[config.mk]
export PLATFORM = sky130hd
export DESIGN_NAME = delta_seq_ctrl
export DESIGN_NICKNAME = d
export VERILOG_FILES = /design/src/rtl/delta_seq_ctrl.sv
export SDC_FILE = /design/constraint.sdc
export NUM_CORES = 1
export LEC_CHECK = 0
export ABC_AREA = 1
export CAP_MARGIN = 20
export CORE_MARGIN = 4
export CORE_UTILIZATION = 30
export CTS_BUF_LIST = sky130_fd_sc_hd__clkbuf_8
export DETAILED_ROUTE_END_ITERATION = 8
export GPL_TIMING_DRIVEN = 0
export PLACE_DENSITY = 0.6
export SLEW_MARGIN = 30
export SYNTH_ARGS = -nofsm -noshare
export SYNTH_HDL_FRONTEND = slang
export SYNTH_SLANG_ARGS = --single-unit
[constraint.sdc]
create_clock -name clk -period 2 [get_ports clk]
set_clock_uncertainty 0.05 [all_clocks]
set_input_delay 0.6 -clock clk [delete_from_list [all_inputs] [get_ports clk]]
set_output_delay 0.6 -clock clk [all_outputs]
set_load 0.02 [all_outputs]
[src/rtl/delta_seq_ctrl.sv]
// Step sequencer for the delta-gate datapath: walks a fixed 13-step select schedule
// and captures the four gate deltas from o_dgate at their scheduled steps.
module delta_seq_ctrl #(
    parameter int unsigned WIDTH = 32,
    parameter int unsigned NSTEP = 13
) (
    input  logic             clk,
    input  logic             rst,
    input  logic             start,
    input  logic             hold,
    input  logic [WIDTH-1:0] o_dgate,
    output logic [1:0]       sel_in1,
    output logic [1:0]       sel_in2,
    output logic             sel_in3,
    output logic [1:0]       sel_in4,
    output logic [2:0]       sel_in5,
    output logic [1:0]       sel_x1_1,
    output logic             sel_x1_2,
    output logic [1:0]       sel_x2_2,
    output logic             sel_as_1,
    output logic [1:0]       sel_as_2,
    output logic             sel_addsub,
    output logic [1:0]       sel_temp,
    output logic             sel_state,
    output logic             busy,
    output logic             done,
    output logic [WIDTH-1:0] d_ot,
    output logic [WIDTH-1:0] d_at,
    output logic [WIDTH-1:0] d_it,
    output logic [WIDTH-1:0] d_ft
);

    typedef enum logic [1:0] {StIdle, StRun, StDone} state_e;

    typedef struct packed {
        logic [1:0] in1;
        logic [1:0] in2;
        logic       in3;
        logic [1:0] in4;
        logic [2:0] in5;
        logic [1:0] x1_1;
        logic       x1_2;
        logic [1:0] x2_2;
        logic       as_1;
        logic [1:0] as_2;
        logic       addsub;
        logic [1:0] temp;
    } sel_t;

    localparam logic [3:0] LastStp = 4'(NSTEP - 1);

    state_e           state_q, state_d;
    logic [3:0]       stp_q, stp_d;
    sel_t             sel_q, sel_d;
    logic             sel_state_q, sel_state_d;
    logic             busy_q, busy_d;
    logic             done_q, done_d;
    logic [WIDTH-1:0] d_ot_q, d_ot_d, d_at_q, d_at_d, d_it_q, d_it_d, d_ft_q, d_ft_d;

    function automatic sel_t sel_row(input logic [3:0] s);
        sel_t r;
        r = '0;
        case (s)
            4'd0: r.in4 = 2'd1;
            4'd2: begin
                r.in1 = 2'd2; r.in2 = 2'd3; r.in4 = 2'd2; r.in5 = 3'd1;
                r.as_2 = 2'd3; r.addsub = 1'b1;
            end
            4'd3: begin
                r.in2 = 2'd2; r.in4 = 2'd2; r.in5 = 3'd4;
            end
            4'd4: begin
                r.x1_1 = 2'd1; r.x2_2 = 2'd2; r.temp = 2'd2;
            end
            4'd5: begin
                r.in3 = 1'b1; r.in4 = 2'd2; r.x2_2 = 2'd1; r.as_1 = 1'b1;
                r.as_2 = 2'd2; r.addsub = 1'b1; r.temp = 2'd1;
            end
            4'd6: begin
                r.in1 = 2'd1; r.in4 = 2'd2; r.in5 = 3'd2; r.x1_1 = 2'd2;
                r.as_2 = 2'd1; r.temp = 2'd2;
            end
            4'd7: begin
                r.in2 = 2'd1; r.in4 = 2'd2; r.in5 = 3'd3; r.x1_2 = 1'b1;
                r.x2_2 = 2'd2; r.temp = 2'd2;
            end
            4'd8: begin
                r.in1 = 2'd3; r.in4 = 2'd2; r.in5 = 3'd3; r.x1_1 = 2'd2;
                r.x2_2 = 2'd1; r.temp = 2'd2;
            end
            4'd9: begin
                r.x1_2 = 1'b1; r.temp = 2'd2;
            end
            4'd10, 4'd11, 4'd12: begin
                r.x2_2 = 2'd1; r.temp = 2'd2;
            end
            default: r = '0;
        endcase
        return r;
    endfunction

    always_comb begin
        state_d = state_q;
        stp_d   = stp_q;
        d_ot_d  = d_ot_q;
        d_at_d  = d_at_q;
        d_it_d  = d_it_q;
        d_ft_d  = d_ft_q;
        unique case (state_q)
            StIdle, StDone: begin
                stp_d   = 4'd0;
                state_d = start ? StRun : StIdle;
            end
            StRun: begin
                // A held cycle leaves step and captures untouched.
                if (!hold) begin
                    if (stp_q == 4'd7)  d_ot_d = o_dgate;
                    if (stp_q == 4'd9)  d_at_d = o_dgate;
                    if (stp_q == 4'd10) d_it_d = o_dgate;
                    if (stp_q == 4'd12) d_ft_d = o_dgate;
                    if (stp_q == LastStp) begin
                        state_d = StDone;
                        stp_d   = 4'd0;
                    end else begin
                        stp_d = stp_q + 4'd1;
                    end
                end
            end
            default: begin
                state_d = StIdle;
                stp_d   = 4'd0;
            end
        endcase

        // Outputs are decoded from the next state so the registered copy tracks the live step.
        sel_d       = (state_d == StRun) ? sel_row(stp_d) : '0;
        sel_state_d = (state_d == StRun) && (stp_d >= 4'd7);
        busy_d      = (state_d == StRun);
        done_d      = (state_d == StDone);
    end

    always_ff @(posedge clk or negedge rst) begin
        if (!rst) begin
            state_q     <= StIdle;
            stp_q       <= 4'd0;
            sel_q       <= '0;
            sel_state_q <= 1'b0;
            busy_q      <= 1'b0;
            done_q      <= 1'b0;
            d_ot_q      <= '0;
            d_at_q      <= '0;
            d_it_q      <= '0;
            d_ft_q      <= '0;
        end else begin
            state_q     <= state_d;
            stp_q       <= stp_d;
            sel_q       <= sel_d;
            sel_state_q <= sel_state_d;
            busy_q      <= busy_d;
            done_q      <= done_d;
            d_ot_q      <= d_ot_d;
            d_at_q      <= d_at_d;
            d_it_q      <= d_it_d;
            d_ft_q      <= d_ft_d;
        end
    end

    assign sel_in1    = sel_q.in1;
    assign sel_in2    = sel_q.in2;
    assign sel_in3    = sel_q.in3;
    assign sel_in4    = sel_q.in4;
    assign sel_in5    = sel_q.in5;
    assign sel_x1_1   = sel_q.x1_1;
    assign sel_x1_2   = sel_q.x1_2;
    assign sel_x2_2   = sel_q.x2_2;
    assign sel_as_1   = sel_q.as_1;
    assign sel_as_2   = sel_q.as_2;
    assign sel_addsub = sel_q.addsub;
    assign sel_temp   = sel_q.temp;
    assign sel_state  = sel_state_q;
    assign busy       = busy_q;
    assign done       = done_q;
    assign d_ot       = d_ot_q;
    assign d_at       = d_at_q;
    assign d_it       = d_it_q;
    assign d_ft       = d_ft_q;

endmodule

Word-level counts from Yosys, hierarchy flattened
Index checks and enable logic that the tools add are counted.
Widths: inputs -> output; s select.
- add/subtract/negate cells: 1
- multipliers: 0
- div/mod/pow operators: 0
- magnitude comparators: 1
- eq/ne operators: 19
- shift operators: 0
- muxes and demuxes: 19
- bitwise gates (word level): 1
- reduce and logical (&&, ||, !) cells: 16
- operators by type and width (operator ; number):
    $eq 4x4->1 const B ; 8
    $mux 21 ; 1
    $eq 4x3->1 const B ; 5
    $pmux 2 s2 ; 5
    $pmux 2 s3 ; 3
    $mux 4 ; 3
    $pmux 3 s4 ; 1
    $reduce_and 3->1 ; 4
    $reduce_or 2->1 ; 6
    $eq 4x2->1 const B ; 2
    $reduce_or 8->1 ; 1
    $reduce_or 6->1 ; 1
    $reduce_or 5->1 ; 1
    $add 4x1->4 const B ; 1
    $eq 2x1->1 const B ; 2
    $eq 2x2->1 const B ; 2
    $ge 4x3->1 const B ; 1
    $logic_not 4->1 ; 1
    $mux 1 ; 4
    $mux 2 ; 2
    $logic_not 2->1 ; 1
    $logic_and 1x1->1 ; 1
    $not 1->1 ; 1
- bits in registers: 158
- latch bits: 0
- bits in writable memories: 0
- memory bits (read-only): 0
- bits of input ports: 36
- logic and storage cells: 78
- memories kept: 0

Depth between registers and ports, before layout
Gate-level depths: netlist (run 1).
- depth after elaboration: 8
- mapped depth: 12
- mapped depth without buffers: 12

Worst setup path after synthesis (run 1)
OpenSTA, ideal clock, no wires.
- kind: input port to flip-flop
- start point: input hold
- end point: register d_ot_q[21], in the netlist d_ot[21]
- library setup time: 0.121 ns
- arrival: 1.402 ns
- slack: 0.427 ns
- cell stages on the path: 5
- buffers on the path: 1
- cells stage by stage: inv_2 > nand3_4 > nor3_4 > buf_4 > a21oi_2
- longest elaborated chain between the ends: 2
- ends and longest elaborated chain (item ; line ; text):
    from (decl) ; 10 ; input logic hold,
    $not 1->1 (no source line) ; - ;
    $reduce_and 3->1 (no source line) ; - ;
    to (signal assigned) ; 161 ; d_ot_q <= d_ot_d;
    to (decl) ; 58 ; logic [WIDTH-1:0] d_ot_q, d_ot_d, d_at_q, d_at_d, d_it_q, d_it_d, d_ft_q, d_ft_d;
Every way passes these cells.
A chain may end at the register's enable or synchronous reset.

==> results.json, run 1 <==
{
  "ys_ff_latch": 156,
  "syn_avg_cell_area_sq_um": 10.61,
  "yosys.area.top_type": "dfrtp_1",
  "fmax_ghz": 0.5317,
  "synth_edf_count": 0,
  "critical_path_class": "flip-flop to output pin",
  "worst_pin_slew_ns": 0.4331,
  "synth_warnings": 0,
  "grt-ovfl-total": 0,
  "r2r_end": "d_ft[7]$_DFFE_PN0P_",
  "path_clk_slew_ns": 0.08,
  "io_buffer_count": 187,
  "fillers": 1965,
  "synth-async-reset-ratio_pct": 100.0,
  "syn_area_sq_um": 5983,
  "h-tree-depth": 4,
  "relSlewSlack_pct": 71.08,
  "grt_pass1_vias": 4617,
  "cts_buffer_depth": 2,
  "insertion_delay_ns": 0.44,
  "finalSetupViolCount": 0,
  "multi_input_area_sq_um": 1740,
  "start_util_pct": 30.64,
  "totalPowerFinal_mw": 13.24,
  "io_pins": 188,
  "gp_congestion": 0.7705,
  "clkSinkCount": 156,
  "final_nets": 818,
  "grt_usage_pct": 16.01,
  "area_growth_pct": 42.43,
  "synth_area_leaders": "dfrtp_1 65%, nand2_1 7.5%, o21ai_0 4.9%, a21oi_2 4.1%, o21ai_1 3.3%",
  "core_area_sq_um": 19530,
  "leakage_nw": 4.503,
  "die_y_um": 149.2,
  "grt_max_degree": 62,
  "vias_per_cell": 4.409,
  "rows": 51,
  "clockRootBuffer": "clkbuf_8",
  "placed_cells": 1018,
  "cp.required_ns": 1.35,
  "cts_buffers": 17,
  "syn_nets": 604,
  "ys_seq_area_share_pct": 65.24,
  "crit_arrival_ns": 1.23,
  "finalHoldViolations": 0,
  "syn_inst": 564,
  "synth_common_cells": "156 x dfrtp_1, 120 x nand2_1, 58 x o21ai_0",
  "antenna_found_initial": 1,
  "holdPathStages": 2,
  "first_pass_iters": 4,
  "fp.dieArea_sq_um": 22270,
  "outcome": "finished, final reports clean",
  "drt_iter0_drc": 220,
  "regToRegSetupSlack_ns": 0.24,
  "synth_top_cell_area_share_pct": 65.24,
  "drive_above_1_share_pct": 14.70,
  "period_share_pct": 94.04,
  "synth.distinct_cells": 31,
  "fin_cells": 1055,
  "ant_nets": 0,
  "yosysMostFrequentCell": "dfrtp_1",
  "maxCapViolCount": 0,
  "chipWidth_um": 149.2,
  "hp-class": "flip-flop to flip-flop",
  "crit_fanout": 3,
  "power_density_nw_per_um2": 1554,
  "reg2reg_depth": 9,
  "rsz0062_at_grt": "false",
  "irDropWorstVdd_uv": 649.5,
  "ys.flop_type": "dfrtp_1",
  "drc": 0,
  "whs_ns": 0.4294,
  "crit_path_end_kind": "output pin",
  "cts_tree": "done",
  "post_drt_wl_per_cell_um": 16.47,
  "timing.rr.start": "stp_q[0]$_DFF_PN0_",
  "slew_violations": 0,
  "min_period_ns": 1.881,
  "drt-total-wl_um": 17380,
  "vias": 4652,
  "start_kind": "flip-flop",
  "grt_pass1_wl_um": 27140,
  "hpwl_um": 12150,
  "seq_area_sq_um": 3904,
  "min_from": "d_at[9]$_DFFE_PN0P_",
  "min_to": "d_at[9]$_DFFE_PN0P_"
}
-- per-layer routing --
metal / vias to the layer above / wire (um) / global-route usage, %
li1: 2237 / - / -
met1: 2250 / 7620 / 21.20
met2: 157 / 8192 / 25.07
met3: 8 / 1444 / 6.168
met4: 0 / 119 / 3.570
met5: - / 0 / 0
-- cell type report --
| type | count | area share, % |
|---|---|---|
| Sequential cell | 156 | 45.81 |
| Clock inverter | 12 | 1.586 |
| Timing Repair Buffer | 195 | 21.05 |
| Clock buffer | 18 | 2.907 |
| Antenna cell | 1 | 0.02936 |
| Buffer | 26 | 1.982 |
| Multi-Input combinational cell | 330 | 20.42 |
| Tap cell | 265 | 3.891 |
| Inverter | 52 | 2.320 |
-- critical path, stage by stage, from the launching register on --
cell and delay (ns):
dfrtp_1 0.39, buf_4 0.13, clkdlybuf4s15_1 0.27
-- layout by cell type (no fill, tap or decap), types with 3 or more instances in the layout --
cell | netlist | layout
a21oi_1 | 5 | 5
a21oi_2 | 28 | 28
buf_2 | 10 | 10
buf_4 | 3 | 8
buf_6 | 5 | 5
bufinv_16 | 0 | 3
clkbuf_2 | 3 | 8
clkbuf_8 | 0 | 18
clkdlybuf4s50_1 | 0 | 33
dfrtp_1 | 156 | 156
dlygate4sd2_1 | 0 | 150
ha_1 | 4 | 4
inv_1 | 47 | 52
inv_2 | 3 | 3
nand2_1 | 120 | 120
nand2_2 | 5 | 5
nand2_4 | 5 | 5
nand3_1 | 6 | 6
nand3_4 | 1 | 3
nor2_1 | 39 | 39
nor2_2 | 3 | 3
nor2_4 | 4 | 4
o21ai_0 | 58 | 58
o21ai_1 | 40 | 40
-- sequential cells by signal (all words and copies together), names as in the netlist, 2 cells and up --
name      count
sel_in4       2
sel_x2_2      2
stp_q         4
sel_in5       3
d_it         32
sel_in1       2
d_at         32
sel_as_2      2
sel_temp      2
state_q       2
d_ot         32
sel_x1_1      2
sel_in2       2
d_ft         32
-- cell families after synthesis --
group                      share of synthesized area [%]
and+or+nand+nor                                    15.04
DFF                                                65.24
AOI/OAI and AO/OA                                  12.71
buffers and inverters                              6.022
adders and majority gates                         0.8365
xor gates and xnor gates                          0.1464
-- metrics by stage --
stage | TNS (ns) | instance area, sq um | worst slack, ns | util, %
final | 0 | 8522 | 0.1192 | 43.64
after global routing | 0 | 8522 | 0.02349 | 43.64
after CTS | 0 | 8493 | 0.02958 | 43.50
after detailed placement | -61.74 | 8247 | -0.5783 | 42.23
after global placement | -1040.16 | 8187 | -6.298 | 41.93
after floorplan | 0 | 5983 | 0.4268 | -
-- worst max-delay path by stage --
stage | endpoint | slack, ns | startpoint | cells after the start
finish | sel_in3 | 0.12 | sel_temp[0]$_DFF_PN0_ | 2
detailed placement | d_ot[27]$_DFFE_PN0P_ | -0.58 | hold | 6
global route | sel_temp[0] | 0.02 | sel_temp[0]$_DFF_PN0_ | 2
global placement | sel_in4[1]$_DFF_PN0_ | -6.30 | rst | 1
floorplan | d_ot[21]$_DFFE_PN0P_ | 0.43 | hold | 5
CTS | sel_in3 | 0.03 | sel_temp[0]$_DFF_PN0_ | 2
-- what timing repair did --
| action | 4_1_cts | 5_1_grt |
|---|---|---|
| hold endpoints to repair | 6 | 0 |
| gates resized for setup | 157 | 6 |
| pin swaps | 1 | 0 |
| setup buffers | 5 | 0 |
| endpoints found under the setup margin | 187 | 65 |
| hold buffers | 1 | 0 |
-- report_power, final --
| group | switching [mW] | total [mW] | leakage (nW) | internal (mW) |
|---|---|---|---|---|
| logic | 3.69 | 5.83 | 2.27 | 2.14 |
| registers | 0.630 | 5.04 | 2.02 | 4.41 |
| clock network | 1.14 | 2.37 | 0.211 | 1.23 |
| total | 5.46 | 13.2 | 4.50 | 7.78 |
Power figures use the tool's default switching activity.
==> run 2, diff against run 1 <==
- CAP_MARGIN: 20 -> 40
==> results of run 2 <==
The final DEF is identical to that of run 1; final timing and power are the same.
==> run 3, diff against run 2 <==
- MAX_ROUTING_LAYER: not set -> met4
==> results.json, run 3 (synthesis results as in run 1) <==
{
  "outcome": "finished, final reports clean",
  "crit_fanout": 3,
  "grt_pass1_wl_um": 27090,
  "gp_congestion": 0.7809,
  "cts_buffer_depth": 2,
  "regToRegSetupSlack_ns": 0.24,
  "irDropWorstVdd_uv": 649.1,
  "min_from": "d_at[9]$_DFFE_PN0P_",
  "finalHoldViolations": 0,
  "chipWidth_um": 149.2,
  "timing.rr.start": "stp_q[0]$_DFF_PN0_",
  "critPathBufInv": 2,
  "design_area_sq_um": 8522,
  "fillers": 1965,
  "hp-class": "flip-flop to flip-flop",
  "min_to": "d_at[9]$_DFFE_PN0P_",
  "vias": 4653,
  "fmax_ghz": 0.5320,
  "grt_max_degree": 62,
  "placed_area_sq_um": 8247,
  "insertion_delay_ns": 0.44,
  "final_nets": 818,
  "drt-total-wl_um": 17400,
  "ant_nets": 0,
  "min_period_ns": 1.880,
  "relSlewSlack_pct": 70.64,
  "path_cells": "buf_4, clkdlybuf4s15_1",
  "start_util_pct": 30.64,
  "leakage_nw": 4.503,
  "io_pins": 188,
  "area_growth_pct": 42.43,
  "cts_buffers": 17,
  "crit_path_end_kind": "output pin",
  "grt_usage_pct": 16.47,
  "drc": 0,
  "h-tree-depth": 4,
  "rows": 51,
  "fin_ws_ns": 0.1202,
  "rsz0062_at_grt": "false",
  "crit_arrival_ns": 1.23,
  "core_area_sq_um": 19530,
  "holdPathStages": 2,
  "critPathSlowestCell": "dfrtp_1",
  "cts_tree": "done",
  "cpPeakStageDelay_ns": 0.39,
  "antenna_found_initial": 1,
  "vias_per_cell": 4.410,
  "start_kind": "flip-flop",
  "period_share_pct": 93.99,
  "clkSinkCount": 156,
  "path_clk_slew_ns": 0.08,
  "finalSetupViolCount": 0,
  "drive_above_1_share_pct": 14.70,
  "path_delay_family": "buffers and inverters",
  "pre_cts_ws_ns": -0.5783,
  "clockRootBuffer": "clkbuf_8",
  "hpwl_um": 12150,
  "layout_commonest_cell": "dfrtp_1",
  "power_density_nw_per_um2": 1553,
  "drt_iter0_drc": 205,
  "worst_pin_slew_ns": 0.4397,
  "grt_pass1_vias": 4619,
  "io_buffer_count": 187,
  "first_pass_iters": 4,
  "final_cell_mix": "156 x dfrtp_1, 150 x dlygate4sd2_1, 120 x nand2_1",
  "maxCapViolCount": 0,
  "r2r_end": "d_ft[7]$_DFFE_PN0P_",
  "slew_violations": 0,
  "die_y_um": 149.2,
  "post_drt_wl_per_cell_um": 16.49,
  "path_depth": 2,
  "fp.dieArea_sq_um": 22270,
  "critical_path_class": "flip-flop to output pin",
  "reg2reg_depth": 10,
  "whs_ns": 0.4295,
  "cp.required_ns": 1.35,
  "grt-ovfl-total": 0
}
## run 3: cell counts in the layout (fill, tap and decap cells not counted)
No cell type changed its count.
## run 3: worst max path at each step
| stage | from | endpoint | slack, ns |
|---|---|---|---|
| after CTS | sel_temp[0]$_DFF_PN0_ | sel_in3 | 0.03 |
| after detailed placement | hold | d_ot[27]$_DFFE_PN0P_ | -0.58 |
| final | sel_temp[0]$_DFF_PN0_ | sel_in3 | 0.12 |
| after global routing | sel_temp[0]$_DFF_PN0_ | sel_temp[0] | 0.02 |
| after floorplan | hold | d_ot[21]$_DFFE_PN0P_ | 0.43 |
| after global placement | rst | sel_in4[1]$_DFF_PN0_ | -6.30 |
## run 3: where the power goes
group | internal, mW | switching, mW | total [mW]
clock network | 1.23 | 1.14 | 2.36
logic | 2.14 | 3.69 | 5.83
registers | 4.41 | 0.628 | 5.04
total | 7.78 | 5.45 | 13.2
## run 3: timing repair
item                                    in CTS  in global routing
endpoints found under the setup margin     187                 65
gates resized for setup                    157                  6
hold endpoints to repair                     6                  0
hold buffers                                 1                  0
pin swaps                                    1                  0
buffers inserted                             5                  0
cloned                                       0                  0
## run 3: tightest hold or removal path: stages (launching register included)
cell and delay [ns]:
dfrtp_1 0.34, nand2_1 0.05, o21ai_0 0.06
## run 3: stage by stage
step / total power [mW] / TNS, ns / instances / util (%)
2_1_floorplan: 8.611 / 0 / 564 / -
5_1_grt: 14.20 / 0 / 1055 / 43.64
4_1_cts: 13.43 / 0 / 1054 / 43.50
6_report: 13.24 / 0 / 1055 / 43.64
3_5_place_dp: 11.87 / -61.74 / 1018 / 42.23
3_3_place_gp: 11.81 / -1040.16 / 1016 / 41.93
## run 3: per-layer routing
| metal | vias to the layer above | share of wire, % | global-route usage (%) |
|---|---|---|---|
| met5 | - | 0 | - |
| met4 | 0 | 0.64 | 3.570 |
| met3 | 7 | 7.4 | 5.834 |
| met2 | 145 | 46 | 24.94 |
| met1 | 2265 | 46 | 21.51 |
| li1 | 2236 | - | - |
## run 3: final cells by class
type                       instances  area (sq um)  share of cell area, %
sequential                       156          3904                  45.81
timing repair buffer             195          1794                  21.05
multi-input combinational        330          1740                  20.42
tap                              265         331.6                  3.891
clock buffer                      18         247.7                  2.907
inverter                          52         197.7                  2.320
buffer                            26         168.9                  1.982
clock inverter                    12         135.1                  1.586
antenna                            1         2.502                0.02936
